`src/rtl/backlight_fader.sv`:
```
// rtl/backlight_fader.sv - ramps the backlight duty code toward a written target at a programmable rate
module backlight_fader #(
    parameter int STEP_DIV = 156250,
    parameter int DIV_W    = 18
) (
    input  logic       i_clk,
    input  logic       i_rst_n,
    input  logic [7:0] i_target,
    input  logic       i_target_we,
    input  logic [3:0] i_step,
    input  logic       i_blank,
    output logic [7:0] o_duty,
    output logic       o_busy,
    output logic       o_done
);

    typedef enum logic {
        S_IDLE = 1'b0,
        S_RAMP = 1'b1
    } state_t;

    localparam logic [DIV_W-1:0] LP_LAST = DIV_W'(STEP_DIV - 1);

    state_t           r_state;
    logic [DIV_W-1:0] r_presc;
    logic [7:0]       r_target;
    logic [7:0]       r_duty;
    logic             r_done;
    logic             r_blanked;

    logic             w_up;
    logic [8:0]       w_diff;
    logic             w_step_edge;
    logic             w_close;
    logic [7:0]       w_next_duty;

    // Distance to target in 9 bits so the comparison with the step size cannot wrap.
    assign w_up        = (r_target > r_duty);
    assign w_diff      = w_up ? ({1'b0, r_target} - {1'b0, r_duty})
                              : ({1'b0, r_duty} - {1'b0, r_target});
    assign w_step_edge = (r_state == S_RAMP) && (r_presc == LP_LAST);
    // A step size of zero seen at a step edge finishes the ramp rather than stalling it.
    assign w_close     = (i_step == 4'd0) || (w_diff <= {5'd0, i_step});
    // Moving by i_step is only taken when the distance exceeds it, so no overshoot or wrap.
    assign w_next_duty = w_close ? r_target
                       : (w_up ? (r_duty + {4'd0, i_step}) : (r_duty - {4'd0, i_step}));

    // Ramp state machine: blanking first, then writes, then blank release, then stepping.
    always_ff @(posedge i_clk or negedge i_rst_n) begin
        if (!i_rst_n) begin
            r_state   <= S_IDLE;
            r_presc   <= '0;
            r_target  <= 8'd0;
            r_duty    <= 8'd0;
            r_done    <= 1'b0;
            r_blanked <= 1'b0;
        end else begin
            r_done    <= 1'b0;
            r_blanked <= i_blank;
            if (i_target_we) begin
                r_target <= i_target;
            end
            if (i_blank) begin
                r_duty  <= 8'd0;
                r_state <= S_IDLE;
                r_presc <= '0;
            end else if (i_target_we) begin
                r_presc <= '0;
                if (i_step == 4'd0) begin
                    r_duty  <= i_target;
                    r_state <= S_IDLE;
                    r_done  <= (r_state == S_RAMP);
                end else if (i_target != r_duty) begin
                    r_state <= S_RAMP;
                end else begin
                    r_state <= S_IDLE;
                end
            end else if (r_blanked) begin
                // Soft restart from zero after blanking if there is somewhere to go.
                r_presc <= '0;
                r_state <= (r_target != 8'd0) ? S_RAMP : S_IDLE;
            end else if (r_state == S_RAMP) begin
                if (w_step_edge) begin
                    r_presc <= '0;
                    r_duty  <= w_next_duty;
                    if (w_close) begin
                        r_state <= S_IDLE;
                        r_done  <= 1'b1;
                    end
                end else begin
                    r_presc <= r_presc + 1'b1;
                end
            end else begin
                r_presc <= '0;
            end
        end
    end

    assign o_duty = r_duty;
    assign o_busy = (r_state == S_RAMP);
    assign o_done = r_done;

endmodule

```
`config.mk`:
```
export PLATFORM = sky130hd
export DESIGN_NAME = backlight_fader
export DESIGN_NICKNAME = d
export VERILOG_FILES = /design/src/rtl/backlight_fader.sv
export SDC_FILE = /design/constraint.sdc
export NUM_CORES = 1
export LEC_CHECK = 0
export CORE_ASPECT_RATIO = 0.75
export CORE_UTILIZATION = 48
export DETAILED_ROUTE_END_ITERATION = 12
export GPL_ROUTABILITY_DRIVEN = 0
export GPL_TIMING_DRIVEN = 0
export PLACE_DENSITY = 0.68
export SLEW_MARGIN = 10
export SYNTH_ARGS = -nofsm -noshare
export SYNTH_HDL_FRONTEND = slang
export SYNTH_SLANG_ARGS = --single-unit
```
`constraint.sdc`:
```
create_clock -name i_clk -period 10.5 [get_ports i_clk]
set_input_delay 2.1 -clock i_clk [delete_from_list [all_inputs] [get_ports i_clk]]
set_output_delay 2.1 -clock i_clk [all_outputs]
set_load 0.01 [all_outputs]
```
== Yosys cells after proc, flatten, opt, wreduce, memory -nomap -nowiden ==
Cells that the tools add are included.

* Register bits after elaboration: 37
* Bits in latches: 0
* RAM bits: 0
* Memory bits (read-only): 0
* Input port bits: 16
* Word-level logic and storage cells: 54
* Memories kept: 0

* Add/sub/neg operators: 5
* Multipliers: 0
* Divide/modulo/power cells: 0
* $lt $le $gt $ge: 2
* Eq/ne operators: 4
* Shift-type cells: 0
* Mux-type cells: 30
* Bitwise operators: 0
* Reduce and logical (&&, ||, !) cells: 7

{| class="wikitable"
|+ Operators with widths
! kind !! number
|-
| 2-to-1 mux 18 bit || 5
|-
| 2-to-1 mux 8 bit || 8
|-
| adder 18 x 1 -> 18 bit (second input constant) || 1
|-
| == test 18 bit (second input constant) || 1
|-
| subtractor 8 x 8 -> 9 bit || 2
|-
| 2-to-1 mux 1 bit || 16
|-
| less-or-equal comparator 9 x 4 -> 1 bit || 1
|-
| 2-to-1 mux 9 bit || 1
|-
| adder 8 x 4 -> 8 bit || 1
|-
| greater-than comparator 8 bit || 1
|-
| inequality test 8 bit || 1
|-
| nonzero test 8 bit || 1
|-
| subtractor 8 x 4 -> 8 bit || 1
|-
| nonzero test 3 bit || 2
|-
| logical NOT 4 bit || 1
|-
| AND reduction 4 bit || 1
|-
| inequality test 3 x 1 -> 1 bit (second input constant) || 1
|-
| inequality test 3 bit (second input constant) || 1
|-
| logical AND 1 bit || 1
|-
| logical OR 1 bit || 1
|}

== Depth between registers and ports, before layout ==
Gate-level depths: netlist of the first run.

* Depth after elaboration: 10
* Gate-level depth with buffers: 20
* Gate-level depth less buffers: 18

== Worst setup path before layout of the first run ==
OpenSTA, ideal clock, no wires.

* Path type: register to register
* From: register r_duty[1], in the netlist o_duty[1]
* To: register r_done, in the netlist o_done
* Library setup time: 0.077 ns
* Data arrival time: 4.157 ns
* Slack: 6.266 ns
* Cell stages (with the launch flop): 19
* Buffers on the path: 1
* Clock period less this slack: 4.234 ns
* Cells stage by stage: dfrtp_1 > inv_1 > ha_1 > nor2b_1 > o31a_2 > nor2_2 > o31ai_4 > clkbuf_1 > mux2i_1 > xnor2_1 > ha_1 > a211oi_1 > nand2_1 > o211ai_1 > o2111ai_1 > nor4_2 > a311oi_4 > or4b_1 > a21oi_1

* Longest elaborated chain between the ends: 10

{| class="wikitable"
|+ Ends and longest elaborated chain
! what !! line !! RTL
|-
| start: declaration || 27 || <nowiki>logic [7:0] r_duty;</nowiki>
|-
| start signal: assignment || 70 || <nowiki>r_duty <= i_target;</nowiki>
|-
| start signal: assignment || 85 || <nowiki>r_duty <= w_next_duty;</nowiki>
|-
| subtractor 8 x 8 -> 9 bit, or another cell as far along || 40 || <nowiki>: ({1'b0, r_duty} - {1'b0, r_target});</nowiki>
|-
| 2-to-1 mux 9 bit * || 39 || <nowiki>assign w_diff = w_up ? ({1'b0, r_target} - {1'b0, r_duty})</nowiki>
|-
| less-or-equal comparator 9 x 4 -> 1 bit * || 43 || <nowiki>assign w_close = (i_step == 4'd0) || (w_diff <= {5'd0, i_step});</nowiki>
|-
| logical OR 1 bit * || 43 ||
|-
| 2-to-1 mux 1 bit * || 86 || <nowiki>if (w_close) begin</nowiki>
|-
| 2-to-1 mux 1 bit * || 83 || <nowiki>if (w_step_edge) begin</nowiki>
|-
| 2-to-1 mux 1 bit * || 82 || <nowiki>end else if (r_state == S_RAMP) begin</nowiki>
|-
| 2-to-1 mux 1 bit * || 78 || <nowiki>end else if (r_blanked) begin</nowiki>
|-
| 2-to-1 mux 1 bit * || 67 || <nowiki>end else if (i_target_we) begin</nowiki>
|-
| 2-to-1 mux 1 bit * || 63 || <nowiki>if (i_blank) begin</nowiki>
|-
| end signal: assignment || 72 || <nowiki>r_done <= (r_state == S_RAMP);</nowiki>
|-
| end: declaration || 28 || <nowiki>logic r_done;</nowiki>
|}

Every way passes the cells marked *; elsewhere a longest branch is shown, timed or not.
A chain may end at the register's enable or synchronous reset.

== Worst setup path after layout of the first run ==
* From: register r_duty[1], in the netlist o_duty[1]
* To: register r_duty[1], in the netlist o_duty[1]

* Longest elaborated chain between the ends: 10

{| class="wikitable"
|+ Ends and longest elaborated chain
! what !! line !! RTL
|-
| subtractor 8 x 8 -> 9 bit, or another cell as far along || 40 ||
|-
| 2-to-1 mux 9 bit || 39 ||
|-
| less-or-equal comparator 9 x 4 -> 1 bit || 43 ||
|-
| logical OR 1 bit || 43 ||
|-
| 2-to-1 mux 8 bit * || 45 || <nowiki>assign w_next_duty = w_close ? r_target</nowiki>
|-
| 2-to-1 mux 8 bit * || 83 ||
|-
| 2-to-1 mux 8 bit * || 82 ||
|-
| 2-to-1 mux 8 bit * || 78 ||
|-
| 2-to-1 mux 8 bit * || 67 ||
|-
| 2-to-1 mux 8 bit * || 63 ||
|}

Every way passes the cells marked *; elsewhere a longest branch is shown, timed or not. The select of a mux whose other input is x is not followed.

==> reports/qor.yml, run 1 <==
hold_path_class: "flip-flop to flip-flop"
wl_per_cell_um: 16.42
number_of_antenna_violations_at_the_first_check_in_global_routing: 0
clock-root-buffer: "clkbuf_8"
cts_inserted_buffers: 5
fin_worst_hold_slack_ns: 0.5219
postRouteAntennaNets: 0
worstSkewPairLatency_ns: 0.29
timing.setup.critical_path_class: "flip-flop to flip-flop"
postCtsResizedCells: 0
synthesis.area_per_instance_um2: 8.720
timing.slew.headroom: 0.2549
placed_cell_area_um2: 3513
pin_count: 26
areaGrowthSynthToFinish_pct: 14.98
met2_wirelength_um: 3075
worstSetupEndpointType: "flip-flop"
unrepaired_setup_endpoints_after_global_routing: "false"
route.top_layer_used: "met4"
regArea_um2: 925.9
num-fill-cells: 572
hold_fix_buffer_count_after_cts: 0
dpl.cell_count: 468
floorplan.initialDensity: 0.4996
post_synth_num_cell_types: 54
critical_path.cell_chain: "inv_1 > ha_1 > nor2b_1 > o31a_2 > nor2_2 > o31ai_4 > clkbuf_1 > mux2_2 > ha_1 > nand3b_1 > nand2_1 > o211ai_1 > o2111ai_1 > nor4_2 > a311oi_4 > mux2_2 > o221ai_1"
finalSetupViolCount: 0
synth_flop_cell: "dfrtp_1"
clock_sink_count: 37
crit_path_max_incr_delay_ns: 0.70
outcome: "completed"
floorplan.die.height_um: 72.23
ys_top_cells_by_count: "38 x nor2_1, 37 x dfrtp_1, 31 x ha_1, 31 x nand2_1, 27 x inv_1"
placeableCoreArea_um2: 6319
vias: 2691
grt_pass1_vias: 2509
critical_path.startpoint_type: "flip-flop"
layout.cells.non_filler: 476
syn_nets: 412
post-synth-top-area-fraction: 0.2933
period_share: 0.4761
route.met3.wl_um: 450
timing.critical_path.arrival_ns: 5.20
antenna_cells_inserted: 0
post-route-cell-area_um2: 3630
synthTopCellsByArea: "dfrtp_1 29%, ha_1 12%, xor2_1 6.1%"
synthMostInstantiatedCell: "nor2_1"
clock_tree.htree_level_count: 2
drcViolationCount: 0
fin_worst_skew_ns: 0.01319
placement.io_buffers: 24
grt_first_pass_wirelength_um: 12680
fin_setup_tns_ns: 0
first_pass_iters: 5
floorplan.die.width_um: 95.64
slew_violations: 0
first_iter_violations: 152
synth_enable_flop_cells: 0
cts_tree: "built"
max_freq_ghz: 0.2001
cap_viol_max_count: 0
synthDominantAreaCellType: "dfrtp_1"
crit_path_time_final_ns: 4.999
combined_area_of_the_multi_input_logic_cells_um2: 2059
power_leakage_nw: 1.603
groute.usage.overall: 0.2382
drt-total-wl_um: 7815
design.final.nets: 444
ys_warn_count: 0
ys_async_sr_fraction: 1.000
cts_post_setup_buffers_inserted: 0
tightest_slew_ns: 1.118
ctsLongestPathBuffers: 2
share_of_final_layout_standard_cells_stronger_than_drive_strength_1: 0.07089
path_clk_slew_ns: 0.08
worst-path-max-fanout: 10
drt-met1-wl_um: 4251
synth.ff_latch_count: 37
cellPowerDensity_nw_per_um2: 242.7
power.ir.vdd_worst_v: 0.0001034
dieArea_um2: 6908
fin_total_pwr_mw: 0.8810
timing.critical_path.slowest_stage_cell: "a311oi_4"
post_synth_inst_count: 362
netlist_area_um2: 3157
placementRows: 25
hpwl_um: 6011
finalHoldViolations: 0
avgViaCountPerCell: 5.653
required_ns: 10.70
grt_max_degree: 25
grt-ovfl-total: 0
synth_seq_area_share: 0.2933
[cell type report]
type | count | share of cell area
tap | 81 | 0.02792
clock inverter | 1 | 0.008273
inverter | 27 | 0.02792
sequential | 37 | 0.2551
clock buffer | 7 | 0.02378
timing repair buffer | 25 | 0.07032
buffer | 13 | 0.01930
multi-input combinational | 285 | 0.5674
[routing by layer]
metal | vias up | GRT usage
li1 | 1332 | -
met1 | 1271 | 0.3972
met4 | 0 | 0.03317
met3 | 4 | 0.03878
met5 | - | 0
met2 | 84 | 0.3206
[worst max-delay path, delay by kind of cell, from the launching register on]
family	cells	cell delay (ns)
DFF	1	0.54
adders and majority gates	2	0.66
buffers and inverters	2	0.63
and+or+nand+nor	5	0.51
AOI/OAI and AO/OA	6	1.74
muxes	2	0.81
[where the power goes]
| group | total, mW | internal [mW] | switching, mW |
|---|---|---|---|
| Sequential | 0.188 | 0.157 | 0.0308 |
| Combinational | 0.563 | 0.263 | 0.300 |
| Clock | 0.130 | 0.0775 | 0.0523 |
| Total | 0.881 | 0.498 | 0.383 |
[through the flow]
step             util  setup slack [ns]
5_1_grt        0.5745             5.177
2_1_floorplan       -             6.266
3_5_place_dp   0.5560             5.458
6_report       0.5745             5.501
4_1_cts        0.5745             5.497
3_3_place_gp   0.5537             5.471
[sequential cells by signal (all words and copies together) (netlist names)]
signal,cells
o_done,1
o_busy,1
o_duty,8
r_presc,18
r_target,8
r_blanked,1
[worst paths after layout]
path / startpoint / endpoint / slack, ns / cells past startpoint
max reg2reg: o_duty[1]$_DFFE_PN0P_ / o_duty[1]$_DFFE_PN0P_ / 5.50 / 17
min in group asynchronous: i_rst_n / r_target[0]$_DFFE_PN0P_ / 1.69 / 1
min: r_presc[0]$_DFF_PN0_ / r_presc[0]$_DFF_PN0_ / 0.52 / 1
min reg2reg: r_presc[0]$_DFF_PN0_ / r_presc[0]$_DFF_PN0_ / 0.52 / 1
max in group asynchronous: i_rst_n / o_busy$_DFF_PN0_ / 8.36 / 2
max: o_duty[1]$_DFFE_PN0P_ / o_duty[1]$_DFFE_PN0P_ / 5.50 / 17
[kinds of logic after synthesis]
family / synth area share
adder cells (fa/ha/maj): 0.1419
AND/OR/NAND/NOR: 0.1962
AO/OA/AOI/OAI: 0.1696
flip-flops: 0.2933
XOR/XNOR: 0.1054
buffers and inverters: 0.05430
multiplexers: 0.03924
[layout by cell type (no fill, tap or decap), types with 2 or more instances in the layout]
cell type,n
a211oi_1,2
a21o_1,6
a21oi_1,18
a221oi_1,4
and3_1,5
buf_2,3
buf_4,3
clkbuf_1,8
clkbuf_8,6
clkdlybuf4s50_1,23
dfrtp_1,37
fa_1,3
ha_1,31
inv_1,27
mux2_2,3
mux2i_1,9
nand2_1,31
nand2b_1,2
nand3_1,14
nand3b_1,2
nand4_1,4
nor2_1,38
nor2_2,2
nor2b_1,7
nor3_1,6
nor4_1,4
o21a_1,6
o21ai_0,20
o221ai_1,2
o22ai_1,2
o41ai_1,2
or2_2,3
xnor2_1,16
xor2_1,22
Note: power is estimated with default switching activity, not from simulation.
==> run 2: changes to the inputs <==
==> constraint.sdc (replaced) <==
create_clock -name i_clk -period 5.15 [get_ports i_clk]
set_input_delay 1.03 -clock i_clk [delete_from_list [all_inputs] [get_ports i_clk]]
set_output_delay 1.03 -clock i_clk [all_outputs]
set_load 0.01 [all_outputs]
==> reports/qor.yml, run 2 (synthesized netlist as in run 1, its figures left out) <==
sw_frac_of_total: 0.4335  # -0.0007822
outcome: "completed"
placement.io_buffers: 24  # unchanged
layout.cells.non_filler: 476  # unchanged
clock-root-buffer: "clkbuf_8"
clock_sink_count: 37  # unchanged
avgViaCountPerCell: 5.683  # +0.52%
layout_commonest_cell: "nor2_1"
largest_register_ffs: 18  # unchanged
vias: 2705  # +0.52%
placed_cell_area_um2: 3513  # unchanged
design.final.nets: 444  # unchanged
tightest_slew_ns: 1.142  # +0.02447 ns
critical_path.cell_chain: "inv_1 > ha_1 > buf_4 > o211a_1 > o31a_2 > nor2_2 > o31ai_4 > clkbuf_2 > mux2_2 > ha_1 > nand3b_1 > nand2_1 > o211ai_1 > o2111ai_1 > nor4_2 > a311oi_4 > mux2_2 > o221ai_1"
finalSetupViolCount: 0  # unchanged
seq_power_share: 0.214  # about the same
power.ir.vdd_worst_v: 0.0002108  # +100%
finalHoldViolations: 0  # unchanged
first_pass_iters: 4  # -1
cts_tree: "built"
groute.usage.overall: 0.2382  # unchanged
crit_path_time_final_ns: 4.741  # -0.2580 ns
timing.critical_path.arrival_ns: 4.94  # -0.26 ns
fin_setup_tns_ns: 0  # unchanged
route.met3.wl_um: 454  # +0.89%
drt-met1-wl_um: 4251  # unchanged
crit_path_max_incr_delay_ns: 0.69  # about the same
dpl.cell_count: 468  # unchanged
layout.cells.most_common_list: "38 x nor2_1, 36 x dfrtp_1, 31 x nand2_1, 31 x ha_1, 27 x inv_1"
fin_worst_skew_ns: 0.01002  # -0.003176 ns
post-route-cell-area_um2: 3632  # about the same
grt_pass1_vias: 2509  # unchanged
floorplan.die.height_um: 72.23  # unchanged
grt_max_degree: 25  # unchanged
hpwl_um: 6011  # unchanged
register_containing_the_most_flip_flops_in_the_final_layout: "r_presc"
power.share.combinational: 0.639  # about the same
worstSkewPairLatency_ns: 0.29  # about the same
floorplan.initialDensity: 0.4996  # unchanged
antenna_cells_inserted: 0  # unchanged
required_ns: 5.34  # -5.36 ns
max_freq_ghz: 0.2109  # +5.4%
drcViolationCount: 0  # unchanged
worstSetupEndpointType: "flip-flop"
grt-ovfl-total: 0  # unchanged
p_clk_frac: 0.147  # about the same
cts_post_setup_buffers_inserted: 0  # unchanged
timing.setup.critical_path_class: "flip-flop to flip-flop"
pin_count: 26  # unchanged
postRouteAntennaNets: 0  # unchanged
cellPowerDensity_nw_per_um2: 494.7  # +100%
wl_per_cell_um: 16.41  # about the same
cap_viol_max_count: 0  # unchanged
critical_path.startpoint_type: "flip-flop"
route.top_layer_used: "met4"
grt_first_pass_wirelength_um: 12680  # unchanged
period_share: 0.9205  # +0.4445
number_of_antenna_violations_at_the_first_check_in_global_routing: 0  # unchanged
met2_wirelength_um: 3055  # -0.65%
power_leakage_nw: 1.605  # about the same
hold_path_class: "flip-flop to flip-flop"
timing.slew.headroom: 0.2386  # -0.01632
placementRows: 25  # unchanged
floorplan.die.width_um: 95.64  # unchanged
placeableCoreArea_um2: 6319  # unchanged
timing.critical_path.slowest_stage_cell: "a311oi_4"
path_clk_slew_ns: 0.08  # about the same
unrepaired_setup_endpoints_after_global_routing: "false"
first_iter_violations: 152  # unchanged
areaGrowthSynthToFinish_pct: 15.06  # about the same
slew_violations: 0  # unchanged
dieArea_um2: 6908  # unchanged
clock_tree.htree_level_count: 2  # unchanged
share_of_final_layout_standard_cells_stronger_than_drive_strength_1: 0.07595  # +0.005063
drt-total-wl_um: 7809  # about the same
fin_total_pwr_mw: 1.797  # +100%
cts_inserted_buffers: 5  # unchanged
switchingPower_mw: 0.7789  # +100%
worst-path-max-fanout: 10  # unchanged
p_int_mw: 1.018  # +100%
ctsLongestPathBuffers: 2  # unchanged
-- run 2: metal layers --
layer,vias up,track usage
met1,1289,0.3972
met2,83,0.3206
met4,0,0.03317
met3,4,0.03878
li1,1329,-
met5,-,0
-- run 2: critical path: cells and delay by family, from the launching register on --
kind / cells / cell delay (ns)
AND/OR/NAND/NOR: 4 / 0.32
flip-flops: 1 / 0.48
multiplexers: 2 / 0.78
AO/OA/AOI/OAI: 7 / 1.88
adder cells (fa/ha/maj): 2 / 0.60
buffers and inverters: 3 / 0.58
-- run 2: metrics by stage --
stage	setup slack, ns	hold WS (ns)	utilization
6_report	0.4094	0.5219	0.5749
5_1_grt	0.1348	0.5585	0.5749
4_1_cts	0.1469	0.5230	0.5745
3_5_place_dp	0.1780	0.5115	0.5560
3_3_place_gp	0.3006	0.5125	0.5537
2_1_floorplan	0.9159	0.4804	-
-- run 2: worst paths after layout --
path	startpoint	to	slack, ns	cells after the start
min	r_presc[0]$_DFF_PN0_	r_presc[0]$_DFF_PN0_	0.52	1
min in group asynchronous	i_rst_n	o_duty[0]$_DFFE_PN0P_	0.63	1
min reg2reg	r_presc[0]$_DFF_PN0_	r_presc[0]$_DFF_PN0_	0.52	1
max reg2reg	o_duty[3]$_DFFE_PN0P_	o_duty[1]$_DFFE_PN0P_	0.41	18
max	o_duty[3]$_DFFE_PN0P_	o_duty[1]$_DFFE_PN0P_	0.41	18
max in group asynchronous	i_rst_n	o_busy$_DFF_PN0_	4.08	2
-- run 2: cell type report --
type	instances	area, um2
fill	570	2686
timing repair buffer	25	255.2
sequential	37	927.1
buffer	13	71.32
clock inverter	1	30.03
tap	81	101.3
multi-input combinational	285	2059
inverter	27	101.3
clock buffer	7	86.33
-- run 2: power groups by stage --
stage                     registers (mW)  clock network, mW  logic, mW
final                              0.384              0.263       1.15
after global routing               0.389              0.279       1.27
after global placement             0.388                  0       1.11
after floorplan                    0.381                  0      0.856
after CTS                          0.384              0.265       1.14
after detailed placement           0.389                  0       1.13
-- run 2: repair_timing --
item	in CTS	in global routing
setup endpoints to repair	0	5
resized for setup	0	3
hold buffers	0	0
==> run 3: changes to the inputs <==
--- a/config.mk
+++ b/config.mk
@@ -6,11 +6,11 @@
 export NUM_CORES = 1
 export LEC_CHECK = 0
 export CORE_ASPECT_RATIO = 0.75
-export CORE_UTILIZATION = 48
+export CORE_UTILIZATION = 59
 export DETAILED_ROUTE_END_ITERATION = 12
 export GPL_ROUTABILITY_DRIVEN = 0
-export GPL_TIMING_DRIVEN = 0
-export PLACE_DENSITY = 0.68
+export PLACE_DENSITY = 0.81
+export SKIP_CTS_REPAIR_TIMING = 1
 export SLEW_MARGIN = 10
 export SYNTH_ARGS = -nofsm -noshare
 export SYNTH_HDL_FRONTEND = slang
==> reports/qor.yml, run 3 (synthesized netlist as in run 1, its figures left out) <==
fin_worst_hold_slack_ns: 0.5202  # -0.001708 ns
crit_path_max_incr_delay_ns: 0.58  # -0.11 ns
end_point_of_the_worst_hold_path: "r_presc[0]$_DFF_PN0_"
areaGrowthSynthToFinish_pct: 11.26
finalSetupViolCount: 0  # unchanged
cts_inserted_buffers: 5  # unchanged
wl_per_cell_um: 17.26  # +5.2%
hpwl_um: 5996  # -0.24%
hold_start: "r_presc[0]$_DFF_PN0_"
grt_pass1_vias: 2646  # +5.5%
finalHoldViolations: 0  # unchanged
vias: 2770  # +2.4%
post-route-util: 0.7010  # +0.1262
worstSetupEndpointType: "flip-flop"
p_clk_frac: 0.117  # -0.030
clock_sink_count: 37  # unchanged
setup_ws_ns: 0.4575  # +0.04819 ns
timing.rr.start: "o_duty[4]$_DFFE_PN0P_"
avgViaCountPerCell: 6.088  # +7.1%
hold_depth: 1  # unchanged
drt-total-wl_um: 7855  # +0.59%
hold_path_class: "flip-flop to flip-flop"
postRouteAntennaNets: 0  # unchanged
outcome: "completed"
largest_register_ffs: 18  # unchanged
grt_first_pass_wirelength_um: 13030  # +2.8%
floorplan.initialDensity: 0.6301  # +0.1305
share_of_final_layout_standard_cells_stronger_than_drive_strength_1: 0.05744  # -0.01851
number_of_antenna_violations_at_the_first_check_in_global_routing: 0  # unchanged
path_clk_slew_ns: 0.07  # about the same
period_share: 0.9112  # -0.009357
tightest_slew_ns: 0.8393  # -0.3028 ns
seq_power_share: 0.220  # +0.006
floorplan.die.height_um: 65.35  # -9.5%
first_iter_violations: 216  # +42%
required_ns: 5.36  # +0.02 ns
antenna_cells_inserted: 0  # unchanged
groute.usage.overall: 0.3057  # +0.06753
timing.setup.critical_path_class: "flip-flop to flip-flop"
ctsLongestPathBuffers: 2  # unchanged
floorplan.die.width_um: 86.46  # -9.6%
power_leakage_nw: 1.553  # -3.2%
sw_frac_of_total: 0.4581  # +0.02461
fin_total_pwr_mw: 1.719  # -4.3%
timing.critical_path.slowest_stage_cell: "o31ai_4"
timing.critical_path.arrival_ns: 4.90  # -0.04 ns
grt-ovfl-total: 0  # unchanged
p_int_mw: 0.9316  # -8.5%
fin_setup_tns_ns: 0  # unchanged
unrepaired_setup_endpoints_after_global_routing: "false"
post-place-ws_ns: 0.5584  # +0.3804 ns
power.ir.vdd_worst_v: 0.0003638  # +73%
placement.io_buffers: 25  # +4.2%
worst-path-max-fanout: 12  # +2
cellPowerDensity_nw_per_um2: 489.5  # -1.0%
critical_path.cell_chain: "inv_1 > ha_1 > o211a_1 > o31a_2 > nor2_2 > o31ai_4 > mux2i_1 > xnor2_1 > ha_1 > a211oi_1 > nand2_1 > o211ai_1 > o2111ai_1 > nor4_2 > a311oi_4 > or4b_1 > a21oi_1"
first_pass_iters: 5  # +1
design.final.nets: 432  # -2.7%
cts_tree: "built"
switchingPower_mw: 0.7876  # +1.1%
register_containing_the_most_flip_flops_in_the_final_layout: "r_presc"
cap_viol_max_count: 0  # unchanged
layout_commonest_cell: "nor2_1"
drcViolationCount: 0  # unchanged
clock_tree.htree_level_count: 2  # unchanged
grt_max_degree: 38  # +52%
dieArea_um2: 5650  # -18%
crit_path_time_final_ns: 4.692  # -0.04819 ns
num-fill-cells: 405  # -29%
placeableCoreArea_um2: 5010  # -21%
slew_violations: 0  # unchanged
timing.slew.headroom: 0.4405  # +0.2019
max_freq_ghz: 0.2131  # +1.0%
clock-root-buffer: "clkbuf_8"
regToRegSetupSlack_ns: 0.46  # +0.05 ns
fin_worst_skew_ns: 0.002043  # -0.007975 ns
critical_path.startpoint_type: "flip-flop"
worst_r2r_path_cells: 17  # -1
placementRows: 22  # -12%
critical_path.most_common_cell: "ha_1"
pin_count: 26  # unchanged
power.share.combinational: 0.663  # +0.024
layout.cells.most_common_list: "38 x nor2_1, 37 x dfrtp_1, 31 x nand2_1, 31 x ha_1, 27 x inv_1"
worstSkewPairLatency_ns: 0.29  # about the same
worstReg2RegEnd: "o_done$_DFF_PN0_"
==> run 3: changes by cell type in the layout (fill, tap and decap cells not counted), moves of 2 or more <==
cell	change
buf_2	-2
buf_4	-2
clkbuf_1	-6
clkinv_2	+2
==> run 3: final cells by class <==
cell class	instances	area (um2)	share of cell area
clock inverter	2	10.01	0.002850
inverter	27	101.3	0.02886
sequential	37	925.9	0.2636
clock buffer	6	72.57	0.02066
tap	72	90.09	0.02565
multi-input combinational	285	2059	0.5864
timing repair buffer	26	252.7	0.07196
==> run 3: how the worst max path moves through the flow <==
stage | start | end | slack [ns] | depth (start not counted)
after floorplan | o_duty[1]$_DFFE_PN0P_ | o_done$_DFF_PN0_ | 0.92 | 18
after global placement | o_duty[1]$_DFFE_PN0P_ | o_duty[0]$_DFFE_PN0P_ | 0.73 | 16
after detailed placement | o_duty[4]$_DFFE_PN0P_ | o_duty[1]$_DFFE_PN0P_ | 0.56 | 17
after CTS | o_duty[4]$_DFFE_PN0P_ | o_duty[1]$_DFFE_PN0P_ | 0.53 | 17
after global routing | o_duty[1]$_DFFE_PN0P_ | o_done$_DFF_PN0_ | 0.15 | 17
final | o_duty[4]$_DFFE_PN0P_ | o_done$_DFF_PN0_ | 0.46 | 17
==> run 3: power groups by stage <==
stage	logic [mW]	clock network (mW)	registers, mW
2_1_floorplan	0.856	0	0.381
3_3_place_gp	1.07	0	0.382
3_5_place_dp	1.10	0	0.384
4_1_cts	1.11	0.201	0.377
5_1_grt	1.25	0.218	0.383
6_report	1.14	0.201	0.378
==> run 3: worst max-delay path: cells and delay by family (launching register included) <==
kind,cells,cell delay (ns)
buffers and inverters,1,0.08
DFF,1,0.43
xor gates and xnor gates,1,0.14
and+or+nand+nor,4,0.99
muxes,1,0.30
adders and majority gates,2,0.79
AOI/OAI and AO/OA,8,1.86
==> run 3: through the flow <==
step,std cells,cell area (um2)
floorplan,362,3157
global placement,447,3430
detailed placement,447,3430
CTS,455,3512
global route,455,3512
finish,455,3512
==> run 3: metal layers <==
layer  global-route usage  vias to the layer above  wire length (um)
met5                    0                        -                 0
li1                     -                     1310                 -
met4              0.08125                        0               187
met2               0.4355                      129              3104
met1               0.4604                     1308              3996
met3              0.07161                       23               568
==> patch (config.mk and constraints of run 2) <==
Set the parameter `DIV_W` to 26 (it was 18).
--- a/src/rtl/backlight_fader.sv
+++ b/src/rtl/backlight_fader.sv
@@ -3,3 +3,3 @@
     parameter int STEP_DIV = 156250,
-    parameter int DIV_W    = 18
+    parameter int DIV_W    = 26
 ) (
Formal check against the unedited RTL: no difference found for any inputs over 10 cycles, from zero or initial values and one cycle with i_rst_n low; that may be too few to reach the edited logic, so the function may still have changed.
==> patch against run 2 <==
- design area is 13% higher
- combinational power is 4% lower
- clock power is 17% lower
- count of clock-buffer cells in the layout stayed put
- area after synthesis is 15% higher
- sequential cell count is 8 higher
- wire length is 11% higher
- utilization is 1.7 points lower
- first-iteration DRC count is 24% higher
- worst setup slack better by 0.25 ns
- final cell count is 14% higher
- total power is 2.4% lower
- largest cell class unchanged
- largest power group unchanged
- highest routed layer unchanged
==> patch: results (changes against run 2) <==
Run status: completed (unchanged). The final setup skew came out at 0.00303 ns (was 0.0100 ns). The buffer depth of the longest clock path came to 2 (unchanged).

The sequential cell area fraction in the yosys report came out at 31.1% (was 29.3%). The post-cts gate resize count is 0 (unchanged). The global routing usage summed across all routing layers came to 23.4% (was 23.8%). The fraction of final layout cells sized beyond drive strength 1 is 7.03% (was 7.59%). The cell-internal power came to 995 µW (was 1.02 mW). The worst supply voltage drop on vdd came out at 0.184 mV (was 0.211 mV). Top cell types by occurrence after synthesis: dfrtp_1, nor2_1, inv_1, ha_1, nand2_1 (was nor2_1, dfrtp_1, ha_1, nand2_1, inv_1). The via count of the first global-routing pass was 2772 (was 2509). The standby leakage power came out at 1.75 nW (was 1.60 nW). The number of CTS-inserted buffers came to 5 (unchanged). The number of buffers inserted to repair setup after CTS is 0 (unchanged).

The synthesized netlist net count came to 459 (was 412). The number of nets in the finished design came to 491 (was 444). The critical path data arrival time is 4.69 ns (was 4.94 ns). The count of cell types in the netlist came to 56 (was 54).

The number of flip-flops under the largest register name came to 26 (was 18). The detailed-routing iteration count for the pre-antenna-repair pass is 5 (was 4). The HPWL after detailed placement is 6.86 mm (was 6.01 mm).

The warning count from the yosys run came out at 0 (unchanged). Ranking of synthesized cells by area: dfrtp_1, ha_1, xor2_1 (unchanged). The first-pass GRT wire length came out at 14.2 mm (was 12.7 mm).

The total wirelength of the detailed-routed design is 8.63 mm (was 7.81 mm). The count of routing violations after the opening detailed-route iteration came to 188 (was 152). The pin count of the biggest net entering global routing came out at 29 (was 25). The transition at the pin with the smallest max-transition slack came to 0.747 ns (was 1.14 ns).
## patch: area by class of cell
class,instances,area (µm²)
plain buffers,15,86.3
clock buffers,7,86.3
fillers,655,3240
inverters,32,120
multi-input cells,317,2290
flip-flops and latches,45,1130
well taps,101,126
repair buffers,25,255
## patch: logic make-up after synthesis
logic type / count (synthesis) / synth area share (%)
xor+xnor: 43 / 10.4
simple gates: 159 / 23.5
mux: 12 / 3.63
compound gates: 69 / 13.3
fa+ha+maj: 34 / 12.4
flops: 45 / 31.1
buf+inv: 47 / 5.70
## patch: stage by stage
step                power [mW]  hold WS, ns  cells  setup slack, ns  cell area [µm²]
floorplan                 1.26        0.461    409             1.40             3620
global placement          1.50        0.488    534            0.864             3990
detailed placement        1.52        0.496    535            0.774             4000
CTS                       1.75        0.507    542            0.730             4090
global route              1.89        0.560    542            0.438             4090
finish                    1.75        0.516    542            0.658             4090
## patch: path summary, 6_finish.rpt
path                                  from     endpoint  slack, ns
min in group asynchronous          i_rst_n  r_presc[23]       0.68
worst min-delay path            r_presc[0]   r_presc[0]       0.52
worst max-delay path             o_duty[1]    o_duty[0]       0.66
worst max register to register   o_duty[1]    o_duty[0]       0.66
max in group asynchronous          i_rst_n  r_target[3]       3.98
worst min register to register  r_presc[0]   r_presc[0]       0.52
## patch: critical path, stage by stage, from the launching register on
cell and delay (ns):
dfrtp_1 0.52, inv_1 0.18, ha_1 0.36, nand2b_1 0.14
a21oi_1 0.40, nor3_4 0.14, nor2_8 0.19, mux2i_1 0.26
xnor2_1 0.15, ha_1 0.28, a211oi_1 0.22, nand2_1 0.09
o211ai_1 0.21, nand3_1 0.20, nor4b_4 0.31, a211oi_2 0.09
buf_6 0.18, mux2_4 0.30, o221ai_2 0.16
## patch: layer usage
metal / routed length, µm / part of all wire (%) / track usage, % / vias to the layer above
li1: - / - / - / 1499
met1: 4640 / 54 / 39.5 / 1441
met2: 3300 / 38 / 29.9 / 104
met3: 628 / 7.3 / 4.74 / 6
met4: 61 / 0.71 / 3.71 / 0
met5: 0 / 0 / 0 / -
## patch: power groups by stage
stage	logic (mW)	registers [mW]	clock network [mW]
finish	1.10	0.436	0.218
global route	1.21	0.441	0.241
CTS	1.08	0.437	0.225
detailed placement	1.08	0.443	0
global placement	1.06	0.442	0
floorplan	0.826	0.434	0
